File: src/rtl/h264dcquantise.sv
// H.264 chroma DC quantiser: four Hadamard DC coefficients per group in, four
// signed 12-bit levels out, with last-of-group and group-nonzero markers.
module h264dcquantise (
  input  logic        CLK,
  input  logic        RESET,
  output logic        READYI,
  input  logic        ENABLE,
  input  logic [15:0] YYIN,
  input  logic [5:0]  QP,
  input  logic        INTRA,
  output logic        VALID,
  output logic [11:0] ZOUT,
  output logic        LAST,
  output logic        NZ,
  input  logic        READYO
);

  logic        w_adv, w_acc;
  logic [5:0]  w_qpc, w_qp, w_mod;
  logic        w_intra;
  logic [3:0]  w_div;
  logic [13:0] w_mf;
  logic [22:0] w_r3;
  logic [16:0] w_mag;
  logic [31:0] w_sum, w_q;
  logic [10:0] w_m3;
  logic        w_nz;

  logic [1:0]  r_idx;
  logic [5:0]  r_gqp;
  logic        r_gintra;
  logic        r_v1, r_sgn1, r_last1;
  logic [16:0] r_mag1;
  logic [13:0] r_mf1;
  logic [4:0]  r_s1;
  logic [22:0] r_r1;
  logic        r_v2, r_sgn2, r_last2;
  logic [30:0] r_p2;
  logic [4:0]  r_s2;
  logic [22:0] r_r2;
  logic        r_v3, r_sgn3, r_last3;
  logic [10:0] r_mag3;
  logic        r_nzacc;

  assign w_adv  = !VALID || READYO;
  assign READYI = w_adv;
  assign w_acc  = ENABLE && w_adv;

  // Coefficient 0 uses the live QP/INTRA; later ones use the latched group copy.
  assign w_qpc   = (QP > 6'd51) ? 6'd51 : QP;
  assign w_qp    = (r_idx == 2'd0) ? w_qpc : r_gqp;
  assign w_intra = (r_idx == 2'd0) ? INTRA : r_gintra;

  // qp/6 via multiply-by-43 >> 8, exact over 0..51.
  assign w_div = 4'(({6'd0, w_qp} * 12'd43) >> 8);
  assign w_mod = w_qp - 6'({w_div, 2'b00}) - 6'({w_div, 1'b0});

  always_comb begin
    w_mf = 14'd13107;
    case (w_mod)
      6'd1:    w_mf = 14'd11916;
      6'd2:    w_mf = 14'd10082;
      6'd3:    w_mf = 14'd9362;
      6'd4:    w_mf = 14'd8192;
      6'd5:    w_mf = 14'd7282;
      default: w_mf = 14'd13107;
    endcase
  end

  // floor(2^s/3) for s = 16 + qp/6; the inter term floor(2^s/6) is this halved.
  always_comb begin
    w_r3 = 23'd21845;
    case (w_div)
      4'd1:    w_r3 = 23'd43690;
      4'd2:    w_r3 = 23'd87381;
      4'd3:    w_r3 = 23'd174762;
      4'd4:    w_r3 = 23'd349525;
      4'd5:    w_r3 = 23'd699050;
      4'd6:    w_r3 = 23'd1398101;
      4'd7:    w_r3 = 23'd2796202;
      4'd8:    w_r3 = 23'd5592405;
      default: w_r3 = 23'd21845;
    endcase
  end

  assign w_mag = YYIN[15] ? (17'd0 - {1'b1, YYIN}) : {1'b0, YYIN};
  assign w_sum = {1'b0, r_p2} + {9'd0, r_r2};
  assign w_q   = w_sum >> r_s2;
  assign w_m3  = (w_q > 32'd2047) ? 11'd2047 : w_q[10:0];
  assign w_nz  = r_nzacc || (r_mag3 != 11'd0);

  always_ff @(posedge CLK) begin
    if (RESET) begin
      r_idx <= '0; r_gqp <= '0; r_gintra <= 1'b0;
      r_v1 <= 1'b0; r_sgn1 <= 1'b0; r_last1 <= 1'b0; r_mag1 <= '0;
      r_mf1 <= '0; r_s1 <= '0; r_r1 <= '0;
      r_v2 <= 1'b0; r_sgn2 <= 1'b0; r_last2 <= 1'b0; r_p2 <= '0;
      r_s2 <= '0; r_r2 <= '0;
      r_v3 <= 1'b0; r_sgn3 <= 1'b0; r_last3 <= 1'b0; r_mag3 <= '0;
      r_nzacc <= 1'b0;
      VALID <= 1'b0; ZOUT <= '0; LAST <= 1'b0; NZ <= 1'b0;
    end else if (w_adv) begin
      if (w_acc) begin
        r_idx <= r_idx + 2'd1;
        if (r_idx == 2'd0) begin
          r_gqp    <= w_qpc;
          r_gintra <= INTRA;
        end
      end
      r_v1    <= w_acc;
      r_sgn1  <= YYIN[15];
      r_mag1  <= w_mag;
      r_mf1   <= w_mf;
      r_s1    <= 5'd16 + {1'b0, w_div};
      r_r1    <= w_intra ? w_r3 : (w_r3 >> 1);
      r_last1 <= (r_idx == 2'd3);

      r_v2    <= r_v1;
      r_sgn2  <= r_sgn1;
      r_p2    <= 31'(r_mag1) * 31'(r_mf1);
      r_s2    <= r_s1;
      r_r2    <= r_r1;
      r_last2 <= r_last1;

      r_v3    <= r_v2;
      r_sgn3  <= r_sgn2;
      r_mag3  <= w_m3;
      r_last3 <= r_last2;

      VALID <= r_v3;
      ZOUT  <= (r_sgn3 && r_mag3 != 11'd0) ? (12'd0 - {1'b0, r_mag3}) : {1'b0, r_mag3};
      if (r_v3) begin
        LAST    <= r_last3;
        NZ      <= r_last3 && w_nz;
        r_nzacc <= r_last3 ? 1'b0 : w_nz;
      end else begin
        LAST <= 1'b0;
        NZ   <= 1'b0;
      end
    end
  end

endmodule

File: config.mk
export PLATFORM = sky130hd
export DESIGN_NAME = h264dcquantise
export DESIGN_NICKNAME = d
export VERILOG_FILES = /design/src/rtl/h264dcquantise.sv
export SDC_FILE = /design/constraint.sdc
export NUM_CORES = 1
export LEC_CHECK = 0
export BUFFER_PORTS_ARGS = -buffer_cell sky130_fd_sc_hd__buf_4
export CELL_PAD_IN_SITES_DETAIL_PLACEMENT = 1
export CELL_PAD_IN_SITES_GLOBAL_PLACEMENT = 1
export CORE_UTILIZATION = 50
export DETAILED_ROUTE_END_ITERATION = 16
export PLACE_DENSITY_LB_ADDON = 0.1
export SYNTH_ARGS = -nofsm -noshare
export SYNTH_HDL_FRONTEND = slang
export SYNTH_SLANG_ARGS = --single-unit
export TNS_END_PERCENT = 20
File: constraint.sdc
create_clock -name CLK -period 7.8 [get_ports CLK]
set_input_delay 0.39 -clock CLK [delete_from_list [all_inputs] [get_ports CLK]]
set_output_delay 0.39 -clock CLK [all_outputs]
set_load 0.02 [all_outputs]
==> impl_results.rst, run 1 <==
.. list-table::
   :header-rows: 1

   * - Metric
     - Value
   * - Result of the run
     - finished clean
   * - Number of port buffers
     - 42
   * - Count of antenna-violating nets left after detailed routing
     - 0
   * - Number of instances in the synthesized netlist
     - around 2,200
   * - Root buffer cell
     - clkbuf_16
   * - Part of the Yosys area used for sequential elements
     - 0.1544
   * - Initial antenna violation count
     - 2
   * - Worst slack, placed
     - about 0.3 ns
   * - Total global-route track usage
     - 0.3196
   * - Total power density per cell area
     - ~380 nW/um^2
   * - Worst hold path startpoint
     - YYIN[13]
   * - Library cells used by synthesis
     - 80
   * - Depth of the CTS H-tree
     - 4
   * - Startpoint-to-endpoint class of the critical path
     - reg2reg
   * - Type of element launching the critical path
     - flip-flop
   * - Total of flip-flops plus latches after synthesis
     - around 140
   * - Post-layout net count
     - 2,526
   * - Top cells by area, synth
     - fa_1 (21%), dfxtp_1 (15%), ha_1 (11%)
   * - Top-area cell type share of the netlist area
     - 0.2067
   * - Via count
     - approximately 16,000
   * - Effective utilization at floorplan
     - 0.5091
   * - CP endpoint kind
     - flip-flop
   * - Setup skew after layout
     - around 0.021 ns
   * - Unrepaired setup endpoints after global routing
     - no
   * - Slowest stage cell on the critical path
     - dfxtp_1
   * - Number of I/O pins
     - 43
   * - Multi-input combinational cell area
     - 13,630 um^2
   * - Final Max Tran Viols
     - 0
   * - Post-detailed-route via-to-cell ratio
     - 5.968
   * - Worst-case setup margin in the final layout
     - approximately 0.47 ns
   * - Cell family with most CP delay
     - adder cells
   * - Buffer depth of the longest clock path
     - 2
   * - Final global-route overflow total
     - 0
   * - Latest clock arrival within the worst-skew pair
     - approximately 0.45 ns
   * - Mean cell area of the mapped netlist
     - 8.062 um^2
   * - Maximum vdd ir drop
     - approximately 210 uV
   * - Achievable Freq
     - 136.4 MHz
   * - Number of buffers and inverters on the critical path
     - 2
   * - Part of the cycle the worst path needs
     - 0.9400
   * - Worst stage delay on the critical path
     - ~0.7 ns
   * - Area of the mapped netlist
     - 17,630 um^2
   * - Aggregate routed wire length
     - between 50,000 and 60,000 um
   * - Data arrival time at the worst-slack endpoint
     - between 7 and 8 ns
   * - Syn. warnings
     - 0
   * - Total instance count after detailed placement
     - between 2,000 and 3,000
   * - Setup violation total in the final timing report
     - 0
   * - Number of cells upsized or downsized after cts
     - 0
   * - Share of post-route cells with drive strength above 1
     - 0.07366
   * - Pin slew with the least headroom to its limit
     - ~1.1 ns
   * - Synthesized Nets
     - 2,553
   * - Pin count of the biggest net entering global routing
     - 87
   * - Global placer's final weighted congestion
     - between 0.9 and 1
   * - Final standard cell count with taps included and fillers excluded
     - 2,628
   * - Post-CTS setup-driven buffer insertion count
     - 0
   * - Filler cell count
     - 4,207
   * - Die extent in y
     - around 190 um
   * - Min cycle time layout
     - 7.332 ns
   * - Cell breakdown of the critical path
     - and2_1 > fa_1 > fa_1 > fa_1 > inv_1 > fa_1 > inv_1 > fa_1 > fa_1 > ha_1 > or2_2 > a2111oi_0 > o211ai_1 > a31oi_2 > o21bai_1 > a21o_1 > a41o_1 > o41a_1 > a31oi_1 > xnor2_1 > a211oi_1
   * - Synth Flop Type
     - dfxtp_1
   * - Vias in the first global route
     - roughly 17,000
   * - Die span in x
     - ~190 um
   * - DR WL/cell
     - 21.07 um
   * - Beginning of the critical path
     - r_mag1[4]
   * - Sink count of the clock tree
     - roughly 140
   * - Core utilization of the finished layout
     - 0.5465
   * - Wire length of the first global-routing pass
     - 90,470 um
   * - Critical Path Fanout Max
     - 14
   * - Area growth, synth to finish
     - 7.331%
   * - Pre-antenna DRT Iters
     - 5
   * - Std-Cell Core Area
     - approximately 35,000 um^2
   * - Hold crit path type
     - in2reg
   * - Initial detailed-routing violation count
     - 944
   * - Std cell rows
     - 68
   * - Commonest cells after routing, fill and taps aside
     - nand2_1 (350), inv_1 (211), fa_1 (182), nor2_1 (164), ha_1 (157)
   * - Clock slew seen by the registers of the worst setup and hold paths
     - roughly 0.08 ns
   * - Post-Route Setup TNS
     - 0 ns
   * - Total clock buffers created by CTS
     - 17
   * - Maximum capacitance violations
     - 0
   * - Leak Pwr
     - 9.044 nW
   * - Source of the worst register-to-register timing path
     - r_mag1[4]
   * - Remaining routing DRC violations
     - 0
   * - Number of hold-slack violations in the final timing report
     - 0
   * - Quantity of hold-fixing buffers added after cts
     - 0
   * - Fraction of registers with async set/reset
     - 0
   * - Normalized max-slew margin
     - 0.2519
   * - Clock tree from TritonCTS
     - built
   * - Sequential cell area
     - between 2000 and 3000 um^2
   * - Full die area
     - approximately 36,000 um^2
   * - Placed wire-length estimate after detailed placement
     - between 40,000 and 50,000 um
   * - Cell accounting for the most synthesized area
     - fa_1
   * - Cell repeated most along the worst path
     - fa_1
   * - Count of flip-flops with a built-in enable after synthesis
     - 0
   * - Worst Path Required
     - 8.17 ns
   * - Most common cell after layout, fill and taps aside
     - nand2_1
[worst min-delay path: stages]
cell     delay (ns)
buf_4          0.10
nor2_1         0.04
nand4_1        0.08
a21oi_1        0.06
[kinds of logic (layout without fill, tap and decap cells)]
kind of cell,Yosys count,after routing,synth area share
AND/OR/NAND/NOR,798,798,0.2077
AO/OA/AOI/OAI,441,441,0.1671
adder cells (fa/ha/maj),339,339,0.3181
buffers and inverters,338,323,0.07317
flip-flops,136,136,0.1544
XOR/XNOR,83,83,0.04123
multiplexers,52,52,0.03832
other,0,1,0
[routing by layer]
metal | up-vias | wire (um) | GRT usage
met4 | 2 | 1427 | 0.1027
met5 | - | 8 | 0
li1 | 7336 | - | -
met2 | 358 | 27540 | 0.5531
met3 | 95 | 2347 | 0.04317
met1 | 7892 | 24050 | 0.4105
[path summary, 6_finish.rpt]
| path | depth (start not counted) | slack, ns | to |
|---|---|---|---|
| worst min register to register | 2 | 0.45 | r_gqp[3] |
| worst min-delay path | 4 | 0.27 | r_mag1[15] |
| worst max register to register | 21 | 0.47 | r_p2[30] |
| worst max-delay path | 21 | 0.47 | r_p2[30] |
[power breakdown]
| group | internal, mW | leakage [nW] | total, mW | switching [mW] |
|---|---|---|---|---|
| clock network | 0.489 | 0.286 | 0.862 | 0.374 |
| logic | 2.09 | 7.63 | 5.18 | 3.09 |
| registers | 0.851 | 1.12 | 1.07 | 0.223 |
| total | 3.43 | 9.04 | 7.12 | 3.69 |
[synthesized netlist by cell type, drive strengths merged (43+ instances only)]
cell type / number
a211oi: 55
a21oi: 132
and2: 110
clkbuf: 106
dfxtp: 136
fa: 182
ha: 157
inv: 212
nand2: 350
nand3: 44
nor2: 165
o21ai: 84
xnor2: 43
[flip-flops by register name, indices dropped and copies added (netlist names), 2 cells and up]
signal	flops
r_p2	31
r_mag1	17
r_mf1	13
ZOUT	12
r_mag3	11
r_r1	10
r_r2	10
r_gqp	6
r_s1	5
r_s2	5
r_idx	2
[stage by stage]
| step | cell area (um^2) | hold WS, ns | power [mW] |
|---|---|---|---|
| 2_1_floorplan | 17630 | 0.4321 | 4.817 |
| 4_1_cts | 18910 | 0.2566 | 7.121 |
| 5_1_grt | 18920 | 0.2724 | 7.777 |
| 3_5_place_dp | 18310 | 0.4482 | 6.186 |
| 3_3_place_gp | 18310 | 0.4397 | 5.998 |
| 6_report | 18920 | 0.2688 | 7.117 |
[cell type report]
type | instances | share of cell area
Tap cell | 455 | 0.03008
Sequential cell | 136 | 0.1440
Inverter | 213 | 0.04238
Antenna cell | 1 | 0.0001322
Timing Repair Buffer | 79 | 0.03134
Clock inverter | 13 | 0.008463
Multi-Input combinational cell | 1713 | 0.7204
Clock buffer | 18 | 0.02321
(Power assumes the default switching activity.)
==> inputs of run 2 (changes only) <==
Settings changed: BUFFER_PORTS_ARGS -buffer_cell sky130_fd_sc_hd__buf_4 to -buffer_cell sky130_fd_sc_hd__buf_2.
==> impl_results.rst, run 2 (synthesis gave the netlist of run 1 again) <==
.. list-table::
   :header-rows: 1

   * - Metric
     - Value
   * - Result of the run
     - finished clean
   * - Worst Path Required
     - about 8.2 ns
   * - GR met3 Demand/Resource
     - 0.04021
   * - Worst slack, placed
     - between 0.2 and 0.25 ns
   * - Total global-route track usage
     - 0.3222
   * - Leak Pwr
     - around 9 nW
   * - Final standard cell count with taps included and fillers excluded
     - between 2,000 and 3,000
   * - Full die area
     - 36,020 um^2
   * - Post-detailed-route via-to-cell ratio
     - roughly 6
   * - Share of post-route cells with drive strength above 1
     - 0.07281
   * - Area growth, synth to finish
     - 6.493%
   * - Pwr Total
     - around 7.1 mW
   * - Commonest cells after routing, fill and taps aside
     - nand2_1 (350), inv_1 (211), fa_1 (182), nor2_1 (164), ha_1 (157)
   * - Total power density per cell area
     - 377.5 nW/um^2
   * - Setup violation total in the final timing report
     - 0
   * - Register with the highest flop count
     - r_p2
   * - Min cycle time layout
     - 7.438 ns
   * - Die extent in y
     - 189.8 um
   * - Aggregate routed wire length
     - 55,640 um
   * - Part of the cycle the worst path needs
     - 0.9536
   * - Type of element launching the critical path
     - flip-flop
   * - Maximum capacitance violations
     - 0
   * - Unrepaired setup endpoints after global routing
     - no
   * - Wire length of the first global-routing pass
     - approximately 91,000 um
   * - Achievable Freq
     - about 130 MHz
   * - Number of flip-flops in the largest register
     - 31
   * - Maximum vdd ir drop
     - roughly 250 uV
   * - Initial detailed-routing violation count
     - roughly 890
   * - Final Max Tran Viols
     - 0
   * - Global placer's final weighted congestion
     - around 0.93
   * - Data arrival time at the worst-slack endpoint
     - roughly 7.8 ns
   * - Count of antenna-violating nets left after detailed routing
     - 0
   * - DR WL/cell
     - approximately 21 um
   * - Worst-case setup margin in the final layout
     - 0.3619 ns
   * - Via count
     - about 16,000
   * - Total clock buffers created by CTS
     - 17
   * - Vias in the first global route
     - about 17,000
   * - Effective utilization at floorplan
     - 0.5091
   * - Depth of the CTS H-tree
     - 4
   * - Hold crit path type
     - in2reg
   * - Placed inst area
     - ~18,000 um^2
   * - Root buffer cell
     - clkbuf_16
   * - Clock slew seen by the registers of the worst setup and hold paths
     - roughly 0.070 ns
   * - Setup skew after layout
     - roughly 0.014 ns
   * - Die span in x
     - about 190 um
   * - Std cell rows
     - 68
   * - Buffer depth of the longest clock path
     - 2
   * - Pre-antenna DRT Iters
     - 5
   * - CP endpoint kind
     - flip-flop
   * - Normalized max-slew margin
     - 0.2975
   * - Most common cell after layout, fill and taps aside
     - nand2_1
   * - Number of port buffers
     - 42
   * - Final worst hold slack
     - between 0.2 and 0.3 ns
   * - Std-Cell Core Area
     - ~35,000 um^2
   * - Met2 GRT Util
     - 0.5668
   * - Number of I/O pins
     - 43
   * - Initial antenna violation count
     - 4
   * - Pin count of the biggest net entering global routing
     - just under 90
   * - Number of hold-slack violations in the final timing report
     - 0
   * - Core utilization of the finished layout
     - 0.5422
   * - Total instance count after detailed placement
     - 2,593
   * - Startpoint-to-endpoint class of the critical path
     - reg2reg
   * - Clock tree from TritonCTS
     - built
   * - Post-Route Setup TNS
     - 0 ns
   * - Final global-route overflow total
     - 0
   * - Critical Path Fanout Max
     - 14
   * - Post-layout net count
     - approximately 2,500
   * - Most utilized layer in the global route result
     - met2
   * - Latest clock arrival within the worst-skew pair
     - roughly 0.45 ns
   * - Placed wire-length estimate after detailed placement
     - around 43,000 um
   * - Sink count of the clock tree
     - approximately 140
   * - Post-route standard cell area excluding fillers
     - between 15,000 and 20,000 um^2
   * - Met1 track utilization from global routing
     - 0.4107
   * - Pin slew with the least headroom to its limit
     - approximately 1.1 ns
   * - Remaining routing DRC violations
     - 0
   * - Registers with the most flip-flops
     - r_p2: 31 flops, r_mag1: 17 flops, r_mf1: 13 flops
## run 2: area by class of cell
| class | count | area [um^2] |
|---|---|---|
| clock inverters | 14 | 132.6 |
| clock buffers | 18 | 439.2 |
| multi-input cells | 1713 | 13630 |
| inverters | 213 | 802.0 |
| diodes | 3 | 7.507 |
| repair buffers | 76 | 467.9 |
| fillers | 4250 | 15850 |
| well taps | 455 | 569.3 |
| flip-flops and latches | 136 | 2725 |
## run 2: timing repair
item | CTS | global route
buffers inserted | 0 | 0
hold buffers | 0 | 0
setup endpoints to repair | 0 | 2
gates resized for setup | 0 | 3
## run 2: per-layer routing
| layer | vias up | share of wire |
|---|---|---|
| met5 | - | 0.00034 |
| met4 | 2 | 0.022 |
| met3 | 76 | 0.039 |
| met2 | 337 | 0.51 |
| met1 | 7985 | 0.43 |
| li1 | 7331 | - |
## run 2: worst max-delay path: stages (launching register included)
cell	delay (ns)
dfxtp_1	0.66
nand2_1	0.18
fa_1	0.54
inv_1	0.08
fa_1	0.55
fa_1	0.57
inv_1	0.06
fa_1	0.56
inv_1	0.06
fa_1	0.51
fa_1	0.49
ha_1	0.27
or2_2	0.31
a2111oi_0	0.41
o211ai_1	0.20
a31oi_2	0.37
o21bai_1	0.13
a21o_1	0.22
a41o_1	0.26
o41a_1	0.34
a31oi_1	0.23
xnor2_1	0.10
a211oi_1	0.23
## run 2: power by group
part	total (mW)	leakage, nW	internal (mW)	switching (mW)
registers	1.08	1.12	0.851	0.228
clock network	0.814	0.287	0.431	0.383
logic	5.19	7.59	2.09	3.11
total	7.09	9.00	3.37	3.72
## run 2: path summary, 6_finish.rpt
| check | from | cells after the start | end | slack (ns) |
|---|---|---|---|---|
| worst max-delay path | r_mag1[2] | 22 | r_p2[30] | 0.36 |
| worst min-delay path | YYIN[0] | 3 | r_mag1[0] | 0.27 |
| worst max register to register | r_mag1[2] | 22 | r_p2[30] | 0.36 |
| worst min register to register | r_r1[16] | 2 | r_r1[16] | 0.45 |
==> inputs of run 3 (changes only) <==
Settings changed: MAX_ROUTING_LAYER set to met4.
==> impl_results.rst, run 3 (synthesis gave the netlist of run 1 again) <==
.. list-table::
   :header-rows: 1

   * - Metric
     - Value
   * - Registers with the most flip-flops
     - r_p2: 31 flops, r_mag1: 17 flops, r_mf1: 13 flops
   * - Total global-route track usage
     - 0.3284
   * - Data arrival time at the worst-slack endpoint
     - ~7.8 ns
   * - Min cycle time layout
     - 7.419 ns
   * - Leak Pwr
     - between 9 and 10 nW
   * - Pre-antenna DRT Iters
     - 5
   * - Register with the highest flop count
     - r_p2
   * - Number of buffers and inverters on the critical path
     - 2
   * - Clock tree from TritonCTS
     - built
   * - Maximum capacitance violations
     - 0
   * - Aggregate routed wire length
     - about 56,000 um
   * - Buffer depth of the longest clock path
     - 2
   * - Sequential cell area
     - between 2000 and 3000 um^2
   * - Final global-route overflow total
     - 0
   * - Post-Route Setup TNS
     - 0 ns
   * - Die span in x
     - about 190 um
   * - Vias in the first global route
     - approximately 17,000
   * - Cell family with most CP delay
     - adder cells
   * - Std cell rows
     - 68
   * - Result of the run
     - finished clean
   * - Type of element launching the critical path
     - flip-flop
   * - Core utilization of the finished layout
     - 0.5431
   * - Std-Cell Core Area
     - 34,630 um^2
   * - R2R depth
     - 21
   * - Post-CTS setup-driven buffer insertion count
     - 0
   * - Total power density per cell area
     - between 300 and 400 nW/um^2
   * - Maximum vdd ir drop
     - 235.6 uV
   * - Worst Path Required
     - about 8 ns
   * - Post-detailed-route via-to-cell ratio
     - ~6.0
   * - Final Max Tran Viols
     - 0
   * - Flop-to-flop setup slack
     - between 0.3 and 0.4 ns
   * - Most utilized layer in the global route result
     - met2
   * - Count of antenna-violating nets left after detailed routing
     - 0
   * - Pin slew with the least headroom to its limit
     - approximately 1.3 ns
   * - Cell breakdown of the critical path
     - and2_1 > fa_1 > fa_1 > fa_1 > inv_1 > fa_1 > inv_1 > fa_1 > fa_1 > ha_1 > or2_2 > a2111oi_0 > o211ai_1 > a31oi_2 > o21bai_1 > a21o_1 > a41o_1 > o41a_1 > a31oi_1 > xnor2_1 > a211oi_1
   * - Number of cells on the critical path
     - 21
   * - Source of the worst register-to-register timing path
     - r_mf1[9]
   * - Met2 GRT Util
     - 0.5437
   * - DR WL/cell
     - around 21 um
   * - Number of I/O pins
     - 43
   * - Hold crit path type
     - in2reg
   * - Global placer's final weighted congestion
     - 0.9511
   * - Initial detailed-routing violation count
     - a little under 1,000
   * - Via count
     - ~16,000
   * - Number of port buffers
     - 42
   * - Full die area
     - around 36,000 um^2
   * - Initial antenna violation count
     - 5
   * - CP endpoint kind
     - flip-flop
   * - Sink count of the clock tree
     - ~140
   * - GR met3 Demand/Resource
     - 0.04870
   * - Setup violation total in the final timing report
     - 0
   * - Depth of the CTS H-tree
     - 4
   * - Setup skew after layout
     - 0.01360 ns
   * - Most common cell after layout, fill and taps aside
     - nand2_1
   * - Met1 track utilization from global routing
     - 0.4061
   * - Pin count of the biggest net entering global routing
     - between 80 and 90
   * - Post-route standard cell area excluding fillers
     - about 19,000 um^2
   * - Placed inst area
     - ~18,000 um^2
   * - Remaining routing DRC violations
     - 0
   * - Hold Path Depth
     - 3
   * - Commonest cells after routing, fill and taps aside
     - nand2_1 (350), inv_1 (211), fa_1 (182), nor2_1 (164), ha_1 (157)
   * - Clock slew seen by the registers of the worst setup and hold paths
     - approximately 0.070 ns
   * - Startpoint-to-endpoint class of the critical path
     - reg2reg
   * - Quantity of hold-fixing buffers added after cts
     - 0
   * - Total clock buffers created by CTS
     - 17
   * - Share of post-route cells with drive strength above 1
     - 0.07377
   * - Filler cell count
     - between 4,000 and 5,000
   * - Capture instance of the worst register-to-register path
     - r_p2[30]
   * - Placed wire-length estimate after detailed placement
     - about 43,000 um
   * - Hold worst-path end
     - r_mag1[0]
   * - Root buffer cell
     - clkbuf_16
   * - Multi-input combinational cell area
     - 13,630 um^2
   * - Wire length of the first global-routing pass
     - 89,880 um
   * - Part of the cycle the worst path needs
     - 0.9511
   * - Number of hold-slack violations in the final timing report
     - 0
   * - Achievable Freq
     - 134.8 MHz
   * - Cell repeated most along the worst path
     - fa_1
   * - Slowest stage cell on the critical path
     - dfxtp_1
   * - Normalized max-slew margin
     - 0.1593
   * - Effective utilization at floorplan
     - 0.5091
   * - Number of flip-flops in the largest register
     - 31
   * - Worst stage delay on the critical path
     - ~0.8 ns
   * - Die extent in y
     - ~190 um
   * - Critical Path Fanout Max
     - 18
   * - Post-layout net count
     - ~2,500
   * - Area growth, synth to finish
     - 6.664%
   * - Worst hold path startpoint
     - YYIN[0]
   * - Unrepaired setup endpoints after global routing
     - no
   * - Latest clock arrival within the worst-skew pair
     - roughly 0.46 ns
-- run 3: what timing repair did --
| action | in CTS | in global routing |
|---|---|---|
| endpoints found under the hold margin | 0 | 0 |
| endpoints found under the setup margin | 0 | 5 |
| resized for setup | 0 | 7 |
-- run 3: worst reg2reg max path: stages, from the launching register on --
cell,delay [ns]
dfxtp_1,0.78
and2_1,0.26
fa_1,0.44
fa_1,0.49
fa_1,0.55
inv_1,0.06
fa_1,0.53
inv_1,0.05
fa_1,0.52
fa_1,0.51
ha_1,0.27
or2_2,0.30
a2111oi_0,0.43
o211ai_1,0.20
a31oi_2,0.36
o21bai_1,0.14
a21o_1,0.22
a41o_1,0.26
o41a_1,0.35
a31oi_1,0.24
xnor2_1,0.11
a211oi_1,0.26
-- run 3: area by class of cell --
type,count,area share
multi-input combinational,1713,0.7249
timing repair buffer,75,0.02448
sequential,136,0.1451
inverter,213,0.04265
antenna,5,0.0006653
clock inverter,15,0.009315
tap,455,0.03027
clock buffer,17,0.02262
-- run 3: where the power goes --
part | total (mW) | switching [mW] | internal, mW
combinational | 5.16 | 3.09 | 2.07
sequential | 1.09 | 0.236 | 0.851
clock | 0.846 | 0.388 | 0.458
total | 7.09 | 3.71 | 3.38
-- run 3: stage by stage --
step	hold WS [ns]	std cells	power, mW	worst slack (ns)
after global placement	0.4388	2592	5.979	0.5354
after CTS	0.2500	2624	7.087	0.1174
final	0.2683	2629	7.095	0.3812
after detailed placement	0.4480	2592	6.170	0.1749
after floorplan	0.4321	2187	4.817	0.9702
after global routing	0.2604	2629	7.756	0.1182
-- run 3: metal layers --
metal,vias to the layer above,wire [um]
li1,7333,-
met1,8013,23930
met2,384,27660
met3,89,2420
met4,0,1610
met5,-,0
-- run 3: how the worst max path moves through the flow --
stage                to  startpoint  slack, ns
5_1_grt        r_p2[30]   r_mag1[2]       0.12
6_report       r_p2[30]    r_mf1[9]       0.38
3_3_place_gp   r_p2[30]   r_mf1[12]       0.54
2_1_floorplan  r_p2[30]   r_mf1[13]       0.97
4_1_cts        r_p2[30]   r_mf1[12]       0.12
3_5_place_dp   r_p2[30]   r_mf1[12]       0.17
